`config.mk`:
```
export PLATFORM = sky130hd
export DESIGN_NAME = rvm_shift_seq
export DESIGN_NICKNAME = d
export VERILOG_FILES = /design/src/rtl/rvm_shift_seq.sv
export SDC_FILE = /design/constraint.sdc
export NUM_CORES = 1
export LEC_CHECK = 0
export ABC_CLOCK_PERIOD_IN_PS = 2200
export CAP_MARGIN = 0
export CORE_MARGIN = 5
export CORE_UTILIZATION = 40
export CTS_BUF_LIST = sky130_fd_sc_hd__clkbuf_16
export DETAILED_ROUTE_END_ITERATION = 12
export GPL_ROUTABILITY_DRIVEN = 0
export HOLD_SLACK_MARGIN = 0.1
export PLACE_DENSITY = 0.73
export REMOVE_ABC_BUFFERS = 1
export SLEW_MARGIN = 10
export SYNTH_ARGS = -nofsm -noshare
export SYNTH_HDL_FRONTEND = slang
export SYNTH_SLANG_ARGS = --single-unit
```
`constraint.sdc`:
```
create_clock -name clk -period 2.2 [get_ports clk]
set_input_delay 0.33 -clock clk [delete_from_list [all_inputs] [get_ports clk]]
set_output_delay 0.33 -clock clk [all_outputs]
set_load 0.005 [all_outputs]
```
`src/rtl/rvm_shift_seq.sv`:
```
// Iterative shift unit: SLL/SRL/SRA, SHIFT_STEP bit positions per RUN cycle.
// result[32] carries the last bit shifted out; valid pulses for one cycle in DONE.
module rvm_shift_seq #(
  parameter int SHIFT_STEP = 1
) (
  input  logic        clk,
  input  logic        reset,
  input  logic        start,
  input  logic [31:0] lhs,
  input  logic [31:0] rhs,
  input  logic [1:0]  op,
  output logic        ready,
  output logic        valid,
  output logic [32:0] result
);

  typedef enum logic [1:0] {IDLE, RUN, DONE} state_t;

  localparam logic [4:0] STEP_W = 5'(SHIFT_STEP);

  state_t      state_reg;
  logic [4:0]  count_reg;
  logic [1:0]  op_reg;
  logic [32:0] result_reg;
  logic        valid_reg;

  logic [4:0]  step_k;
  logic [32:0] shift_tmp;
  logic [32:0] shift_next;

  // Only shamt = rhs[4:0] matters; the upper bits are intentionally dropped.
  logic unused_rhs_bits;
  assign unused_rhs_bits = ^rhs[31:5];

  // result_reg is {carry, value}. Right shifts run on {value, guard} so the
  // guard bit catches the last bit out; the layout is swapped back afterwards.
  always_comb begin
    step_k     = (count_reg < STEP_W) ? count_reg : STEP_W;
    shift_tmp  = '0;
    shift_next = result_reg;
    case (op_reg)
      2'b00: shift_next = {1'b0, result_reg[31:0]} << step_k;
      2'b01: begin
        shift_tmp  = {result_reg[31:0], 1'b0} >> step_k;
        shift_next = {shift_tmp[0], shift_tmp[32:1]};
      end
      2'b10: begin
        shift_tmp  = $signed({result_reg[31:0], 1'b0}) >>> step_k;
        shift_next = {shift_tmp[0], shift_tmp[32:1]};
      end
      default: shift_next = '0;
    endcase
  end

  always_ff @(posedge clk) begin
    if (reset) begin
      state_reg  <= IDLE;
      count_reg  <= '0;
      op_reg     <= '0;
      result_reg <= '0;
      valid_reg  <= 1'b0;
    end else begin
      valid_reg <= 1'b0;
      case (state_reg)
        IDLE, DONE: begin
          if (start) begin
            op_reg     <= op;
            // Reserved op skips shifting entirely: one RUN pass, then zero.
            count_reg  <= (op == 2'b11) ? 5'd0 : rhs[4:0];
            result_reg <= {1'b0, lhs};
            state_reg  <= RUN;
          end else if (state_reg == DONE) begin
            state_reg <= IDLE;
          end
        end
        RUN: begin
          if (count_reg == 5'd0) begin
            state_reg <= DONE;
            valid_reg <= 1'b1;
            if (op_reg == 2'b11) result_reg <= '0;
          end else begin
            result_reg <= shift_next;
            count_reg  <= count_reg - step_k;
          end
        end
        default: state_reg <= IDLE;
      endcase
    end
  end

  assign ready  = (state_reg == IDLE) || (state_reg == DONE);
  assign valid  = valid_reg;
  assign result = result_reg;

endmodule

```
==> results of run 1 <==
==> kinds of logic after synthesis <==
logic type | after synthesis | share of synthesized area, %
flip-flops | 43 | 30.1
AO/OA/AOI/OAI | 108 | 28.3
AND/OR/NAND/NOR | 113 | 26.0
adder cells (fa/ha/maj) | 1 | 0.438
XOR/XNOR | 1 | 0.307
buffers and inverters | 37 | 6.44
multiplexers | 24 | 8.41
==> where the power goes <==
| part | switching, mW | total (mW) | internal, mW |
|---|---|---|---|
| Combinational | 0.487 | 1.02 | 0.536 |
| Clock | 0.311 | 0.846 | 0.535 |
| Sequential | 0.151 | 1.04 | 0.885 |
==> cell usage in the layout, fill, tap and decap left out, types with 2 or more instances in the layout <==
cell type	instances
buf_4	15
and3_1	2
a311oi_1	2
nor2_2	30
nand3b_1	21
nor2b_1	3
a221oi_1	10
o21ai_0	21
nor2_1	6
clkdlybuf4s50_1	75
nand2b_1	2
o2bb2ai_1	2
clkbuf_16	5
nor3_1	20
nor3_2	13
inv_1	3
o22ai_1	2
a21oi_1	7
o21a_1	22
a22o_1	8
o311ai_0	2
a211oi_1	23
mux2i_1	24
dfxtp_1	42
nand2_1	9
==> cell type report <==
type                    count  share of cell area (%)
clock buffers               5                    3.24
multi-input cells         247                    46.9
flip-flops and latches     43                    22.3
clock inverters             3                    1.13
inverters                   3                   0.291
repair buffers             92                    23.0
well taps                  96                    3.11
==> worst max-delay path: cells and delay by family (launching register included) <==
family | cells | cell delay (ps)
AO/OA/AOI/OAI | 1 | 500
buffers and inverters | 1 | 210
flip-flops | 1 | 340
AND/OR/NAND/NOR | 3 | 780
==> through the flow <==
stage	util, %	hold WS (ps)
2_1_floorplan	-	399
3_3_place_gp	53.8	517
3_5_place_dp	53.8	529
4_1_cts	56.2	537
5_1_grt	56.2	563
6_report	56.2	539
==> path summary, 6_finish.rpt <==
kind                              to  slack (ps)                       from  depth (start not counted)
max           result[7]$_SDFFE_PP0P_         220  count_reg[1]$_SDFFE_PP0P_                          5
max reg2reg   result[7]$_SDFFE_PP0P_         220  count_reg[1]$_SDFFE_PP0P_                          5
min reg2reg  result[25]$_SDFFE_PP0P_         540    result[25]$_SDFFE_PP0P_                          2
min          result[25]$_SDFFE_PP0P_         540    result[25]$_SDFFE_PP0P_                          2
==> routing by layer <==
metal	global-route usage (%)	part of all wire, %	wire (um)	vias up
met1	25.1	47	3800	1333
met2	29.5	46	3760	73
met4	5.53	1.4	112	0
li1	-	-	-	1367
met3	4.30	5.6	456	12
met5	0	0	0	-
==> results by group, run 1 <==
Flow run
  • Max-capacitance violation count: 0

Drt
  • Final ANT Viol Nets: 0
  • DR DRC count: 0
  • Routed wire length: 8.13 mm
  • Vias: around 2.8k
  • DR vias/cell: 5.70
  • Drt first pass iters: 4
  • Routed length per instance: between 15 and 20 um
  • Initial drt markers: 137

Logic synthesis
  • Mapped cell area: 0.00286 mm^2
  • Commonest cells post-synth: dfxtp_1 (43), nor2_2 (30), mux2i_1 (24)
  • Synth warnings: 0
  • Synth area leaders: dfxtp_1 (30%), mux2i_1 (8.4%), nor2_2 (6.6%)
  • Synth unique cells: 46
  • Post-synthesis cell count: 327
  • Seq/Total Area, Yosys: 30.1%
  • Count leader, synth: dfxtp_1
  • Async SR Flop Fraction: 0%
  • Share of the synthesized area in the top cell type: 30.1%
  • Number of synthesized flops with an enable pin: 0
  • Dominant cell type by area after synthesis: dfxtp_1
  • Synth Register Bits: 43
  • Ys flop type: dfxtp_1
  • Mapped Avg Cell Area: 8.74 um^2

Die
  • Die height: 94.5 um
  • Die Span X: 94.5 um
  • Core area: 0.00687 mm^2
  • Die ar.: 0.00893 mm^2
  • Initial Util: 41.6%
  • IO Count: 104
  • Row cnt: 30

Timing
  • Min Tclk post-route: 1980 ps
  • Final hold viol count: 0
  • Worst-margin pin slew: 606 ps
  • Slew HR: 59.3%
  • Fin. max-slew vios: 0
  • Final setup violation count: 0
  • Clock skew after layout: 4.84 ps
  • Final worst-path cycle share: 89.8%
  • RSZ-0062 raised after global routing: false
  • Setup TNS: 0 ps
  • Final worst slack: 224 ps
  • Highest clock rate: 0.506 GHz

Worst setup path
  • CP max stage delay: 620 ps
  • Critical Path AT: 2130 ps
  • Critical Path Fanout Max: 21
  • Slowest stage cell, crit path: or4_4
  • CP endpoint kind: flop
  • Startpoint Class: flop
  • Crit path cell chain: or4_4 -> o32a_4 -> buf_12 -> nor2_2 -> nor3_2
  • Crit Path Category: flop to flop
  • Worst EP required: 2350 ps

Clock tree
  • Clock-pin slew of the registers on the worst-case setup and hold paths: 60 ps
  • Post-CTS resize count: 0
  • TritonCTS clock tree: yes
  • Clock Tree Root: clkbuf_16
  • Total setup buffers inserted after CTS: 0
  • Clock sink total: 43
  • H-tree lvl count: 2
  • CTS hold repair buffers: 0
  • Clock Path Buffers: 2
  • Num CTS Buffers: 5
  • Clock Latency Late Sink: 280 ps

Finish
  • N_diodes: 0
  • Nets: 462
  • Layout cells sized above 1: 19.6%
  • Max reg flops: 33
  • # fillers: 640
  • Post-route insts no fill: 489
  • Fin area: roughly 0.0039 mm^2
  • Syn-to-layout area delta: 35.2%
  • Multi-input gate area: 0.00181 mm^2
  • Register area: 862 um^2

Placement
  • Placed cells: 481
  • PortBufs: 76
  • DP Area: 0.00369 mm^2
  • Pre-CTS WS: 129 ps
  • Detailed placement HPWL: 5.53 mm

Power and ir drop
  • Final Power: 2.90 mW
  • Pwr per Cell Area: 752 mW/mm^2
  • Leakage: 1.28 nW
  • VDD IR max: 0.000453 V

Global routing
  • GRT Util Overall: 18.6%
  • Initial antenna violation count: 0
  • Number of global-route vias before repair: 2815
  • Largest net degree at the start of global routing: 44
  • First-pass GRT wire length: 13.5 mm
  • Total gr overflow: 0

Worst hold path
  • Hold WC Path Type: flop to flop

Status
  • Status: finished clean
No activity file was read; power rests on OpenSTA's default activity.
==> run 2: changes to the inputs <==
- CAP_MARGIN: 0 -> unset
==> results of run 2 <==
Final layout, timing and power as in run 1 (identical DEF).
